**src/rtl/bulls_cows_core.sv**
```systemverilog
// bulls_cows_core: Bulls-and-Cows scorer. Scores one guess digit per cycle against a latched secret.
// Define BC_DUPCHK_EN to reject loads or guesses with repeated digits through an out_err pulse.
module bulls_cows_core #(
  parameter int NDIG    = 4,
  parameter int DW      = 4,
  parameter int MAX_TRY = 8
) (
  input  logic                         in_clk,
  input  logic                         in_restart_n,
  input  logic                         in_loadtest,
  input  logic                         in_enter,
  input  logic [NDIG*DW-1:0]           in_digits,
  output logic [$clog2(NDIG+1)-1:0]    out_Anum,
  output logic [$clog2(NDIG+1)-1:0]    out_Bnum,
  output logic [2:0]                   out_state,
  output logic                         out_valid,
  output logic [$clog2(MAX_TRY+1)-1:0] out_tries,
  output logic                         out_err
);
  localparam int CW = $clog2(NDIG + 1);
  localparam int TW = $clog2(MAX_TRY + 1);
  localparam int IW = $clog2(NDIG);

  typedef enum logic [2:0] {
    IDLE = 3'd0,
    WAIT = 3'd1,
    CMP  = 3'd2,
    DONE = 3'd3,
    WIN  = 3'd4,
    LOSE = 3'd5
  } state_e;

  state_e              state_q;
  logic [NDIG*DW-1:0]  secret_q, guess_q;
  logic [IW-1:0]       idx_q;
  logic [CW-1:0]       a_q, b_q, a_d, b_d, anum_q, bnum_q;
  logic [TW-1:0]       tries_q;
  logic                valid_q, err_q;
  logic [DW-1:0]       g_dig;
  logic                hit_a, hit_b;
  logic                rej;

`ifdef BC_DUPCHK_EN
  function automatic logic has_dup(input logic [NDIG*DW-1:0] v);
    has_dup = 1'b0;
    for (int i = 0; i < NDIG; i++)
      for (int j = i + 1; j < NDIG; j++)
        if (v[i*DW +: DW] == v[j*DW +: DW]) has_dup = 1'b1;
  endfunction
  assign rej = has_dup(in_digits);
`else
  assign rej = 1'b0;
`endif

  // Score the guess digit at idx_q: exact position hit (A) or present elsewhere in the secret (B).
  always_comb begin
    g_dig = guess_q[int'(idx_q)*DW +: DW];
    hit_a = g_dig == secret_q[int'(idx_q)*DW +: DW];
    hit_b = 1'b0;
    for (int j = 0; j < NDIG; j++)
      if (j != int'(idx_q) && secret_q[j*DW +: DW] == g_dig) hit_b = 1'b1;
    a_d = a_q + CW'(hit_a);
    b_d = b_q + CW'(!hit_a && hit_b);
  end

  // Game FSM with registered outputs; load beats enter, pulses self-clear every cycle.
  always_ff @(posedge in_clk or negedge in_restart_n) begin
    if (!in_restart_n) begin
      state_q  <= IDLE;
      secret_q <= '0;
      guess_q  <= '0;
      idx_q    <= '0;
      a_q      <= '0;
      b_q      <= '0;
      anum_q   <= '0;
      bnum_q   <= '0;
      tries_q  <= '0;
      valid_q  <= 1'b0;
      err_q    <= 1'b0;
    end else begin
      valid_q <= 1'b0;
      err_q   <= 1'b0;
      case (state_q)
        IDLE, WAIT, WIN, LOSE: begin
          if (in_loadtest) begin
            if (rej) err_q <= 1'b1;
            else begin
              secret_q <= in_digits;
              tries_q  <= '0;
              anum_q   <= '0;
              bnum_q   <= '0;
              state_q  <= WAIT;
            end
          end else if (state_q == WAIT && in_enter) begin
            if (rej) err_q <= 1'b1;
            else begin
              guess_q <= in_digits;
              tries_q <= tries_q + 1'b1;
              a_q     <= '0;
              b_q     <= '0;
              idx_q   <= '0;
              state_q <= CMP;
            end
          end
        end
        CMP: begin
          a_q   <= a_d;
          b_q   <= b_d;
          idx_q <= idx_q + 1'b1;
          if (idx_q == IW'(NDIG - 1)) begin
            anum_q  <= a_d;
            bnum_q  <= b_d;
            valid_q <= 1'b1;
            state_q <= DONE;
          end
        end
        DONE: state_q <= anum_q == CW'(NDIG) ? WIN : tries_q == TW'(MAX_TRY) ? LOSE : WAIT;
        default: state_q <= IDLE;
      endcase
    end
  end

  assign out_Anum  = anum_q;
  assign out_Bnum  = bnum_q;
  assign out_state = state_q;
  assign out_valid = valid_q;
  assign out_tries = tries_q;
  assign out_err   = err_q;
endmodule

```
**config.mk**
```make
export PLATFORM = sky130hd
export DESIGN_NAME = bulls_cows_core
export DESIGN_NICKNAME = d
export VERILOG_FILES = /design/src/rtl/bulls_cows_core.sv
export SDC_FILE = /design/constraint.sdc
export NUM_CORES = 1
export LEC_CHECK = 0
export ABC_AREA = 1
export BUFFER_PORTS_ARGS = -buffer_cell sky130_fd_sc_hd__buf_4
export CORE_ASPECT_RATIO = 0.9
export CORE_MARGIN = 2
export CORE_UTILIZATION = 40
export CTS_BUF_LIST = sky130_fd_sc_hd__clkbuf_2
export DETAILED_ROUTE_END_ITERATION = 10
export GPL_TIMING_DRIVEN = 0
export SLEW_MARGIN = 20
export SYNTH_ARGS = -nofsm -noshare
export SYNTH_HDL_FRONTEND = slang
export SYNTH_SLANG_ARGS = --single-unit
```
**constraint.sdc**
```tcl
create_clock -name in_clk -period 2.9 [get_ports in_clk]
set_input_delay 0.145 -clock in_clk [delete_from_list [all_inputs] [get_ports in_clk]]
set_output_delay 0.145 -clock in_clk [all_outputs]
set_load 0.03 [all_outputs]
```
==> flow_summary.json <==
{
  "status": "completed",
  "initial_utilization": 0.410,
  "die_y_um": 87.1,
  "yosysWarnings": 0,
  "p_leak_nw": 1.90,
  "fillers": 753,
  "clk_pin_slew_ps": 290,
  "vdd.ir_drop.worst_mv": 0.405,
  "die_w_um": 96.3,
  "ys_top_cells_by_area": "dfrtp_1 44%, nand2_1 19%, o21ai_0 4.4%",
  "grt_pass1_vias": 2458,
  "post_cts_buffers": 0,
  "hold_path.class": "primary input to register",
  "clock_path_buffers": 2,
  "grt_max_degree": 55,
  "rows": 30,
  "final_layout_size_suffix_gt1_frac": 0.178,
  "cts_inserted_buffers": 5,
  "yosysTopAreaCellShare": 0.441,
  "drtIter0Drc": 127,
  "dr.pass1.iters": 4,
  "postRouteAntennaNets": 0,
  "critical_path_arrival_ps": 2990,
  "hpwlAfterDp_um": 5090,
  "maxSlewViolCount": 0,
  "skew_ps": 25.7,
  "syn-instance-count": 386,
  "core_sq_um": 7470,
  "crit_top_cell": "ha_1",
  "maxCapViolations": 0,
  "dp_cells": 515,
  "wl_um": 7110,
  "antenna_cells": 0,
  "synth_largest_area_cell": "dfrtp_1",
  "maxSlewHeadroom": 0.534,
  "dieArea_sq_um": 8380,
  "io_buffer_count": 33,
  "cp_cell_sequence": "buf_6, inv_4, nand3_2, nand2_4, xor2_1, nand2_1, nor3_2, nor2_1, ha_1, ha_1, or2_2, nand3_1, o21ai_0",
  "slowest_stage": "dfrtp_1",
  "p_total_mw": 3.34,
  "cp.required_ps": 3300,
  "synth_seq_area_share": 0.441,
  "clk_latency_ps": 460,
  "drc": 0,
  "htree_num_levels": 2,
  "holdWs_ps": 155,
  "fin_util": 0.493,
  "ys_types": 30,
  "syn_area_per_cell_sq_um": 7.94,
  "cts.sinks": 54,
  "hold_viol": 0,
  "tritoncts": "built",
  "tightestPinTransition_ps": 699,
  "fin_crit_sh": 0.896,
  "grtUsageTotal": 0.186,
  "syn2layout_area_growth_pct": 20.1,
  "ys_ff_latch": 54,
  "overflow": 0,
  "crit_fanout": 11,
  "fmax_ghz": 0.385,
  "root_buffer": "clkbuf_2",
  "routed_via_density": 4.83,
  "wire_per_inst_um": 13.1,
  "max_stage_delay_ps": 490,
  "syn_nets": 416,
  "netlist_area_sq_um": 3070,
  "setup_viol": 0,
  "io_pins": 35,
  "rsz0062_at_grt": "no",
  "nNetsFinal": 474,
  "gp_congestion": 0.836,
  "grt_pass1_wl_um": 12000,
  "cp-start-kind": "register",
  "period_minus_slack_ps": 2600,
  "antenna_found_initial": 0,
  "fin_tns_setup_ps": 0,
  "vias": 2611,
  "power_density_nw_per_um2": 908,
  "seqCellArea_sq_um": 1350,
  "endpoint_kind": "register",
  "path_class": "register to register",
  "multiInputGateArea_sq_um": 1490,
  "instances_no_fill": 541
}
[layer usage]
metal	vias to the layer above	track usage	routed length, um
met5	-	0	0
met4	0	0.0519	93
met3	8	0.0286	176
met2	44	0.283	3240
met1	1233	0.274	3600
li1	1326	-	-
[worst paths after layout]
| path | from | to | slack (ps) | depth (start not counted) |
|---|---|---|---|---|
| max reg2reg | idx_q[1] | out_Bnum[2] | 300 | 13 |
| min | in_enter | out_state[1] | 160 | 3 |
| min in group asynchronous | in_restart_n | out_state[2] | 220 | 2 |
| max in group asynchronous | in_restart_n | guess_q[6] | 2220 | 2 |
| min reg2reg | guess_q[2] | guess_q[2] | 510 | 2 |
| max | idx_q[1] | out_Bnum[2] | 300 | 13 |
[placed cells by master (no fill, tap or decap), types with 3 or more instances in the layout]
cell / instances
clkbuf_2: 6
clkbuf_1: 4
o22ai_1: 3
nand3b_1: 9
nand2_1: 155
nand2_4: 7
dlygate4sd3_1: 18
dfrtp_1: 54
xnor2_1: 3
nand3_1: 18
o21ai_0: 27
ha_1: 10
nand3_4: 7
nor2_1: 15
inv_1: 32
buf_4: 35
buf_6: 3
o21ai_1: 13
nand2_2: 5
[where the power goes]
group          total, mW  internal [mW]  switching (mW)  leakage, nW
clock              0.395          0.149           0.247       0.0392
sequential          1.17          0.982           0.185        0.695
combinational       1.78          0.668            1.11         1.17
[repair_timing]
action,4_1_cts,5_1_grt
hold buffers,18,0
endpoints found under the setup margin,0,0
resized for setup,0,0
endpoints found under the hold margin,89,0
[sequential cells by signal, indices dropped and copies added (netlist names)]
register and cells:
guess_q 16, secret_q 16, out_tries 4, a_q 3, b_q 3, out_Anum 3
out_Bnum 3, out_state 3, idx_q 2, out_valid 1
[cells in the mapped netlist]
cell and number:
a21oi_1 1, a21oi_2 1, buf_2 2, buf_4 2
buf_6 3, buf_8 1, clkbuf_1 4, conb_1 1
dfrtp_1 54, ha_1 10, inv_1 32, inv_2 2
inv_4 2, nand2_1 155, nand2_2 5, nand2_4 7
nand3_1 18, nand3_2 1, nand3_4 7, nand3b_1 9
nand4_1 1, nor2_1 15, nor2_2 2, nor3_2 1
o21ai_0 27, o21ai_1 13, o22ai_1 3, or2_2 2
xnor2_1 3, xor2_1 2
[kinds of logic (layout without fill, tap and decap cells)]
family,count (synthesis),count (layout),synth area share
flops,54,54,0.441
xor+xnor,5,5,0.0143
simple gates,223,223,0.352
fa+ha+maj,10,10,0.0408
compound gates,45,45,0.0759
other cells,1,1,0.00122
buf+inv,48,107,0.0747
[cell type report]
class | instances | area share
multi-input cells | 284 | 0.403
clock inverters | 2 | 0.0102
plain buffers | 12 | 0.0241
well taps | 96 | 0.0326
flip-flops and latches | 54 | 0.367
inverters | 36 | 0.0381
repair buffers | 51 | 0.116
clock buffers | 6 | 0.00816
[through the flow]
stage	area (sq um)	setup slack (ps)
4_1_cts	3680	270
3_3_place_gp	3430	341
3_5_place_dp	3430	311
6_report	3680	303
5_1_grt	3680	106
2_1_floorplan	3070	656
[critical path, delay by kind of cell, from the launching register on]
family | cells | cell delay (ps)
flip-flops | 1 | 490
AO/OA/AOI/OAI | 1 | 90
buffers and inverters | 2 | 370
XOR/XNOR | 1 | 150
adder cells (fa/ha/maj) | 2 | 380
AND/OR/NAND/NOR | 7 | 1050
No activity file was read; power rests on OpenSTA's default activity.
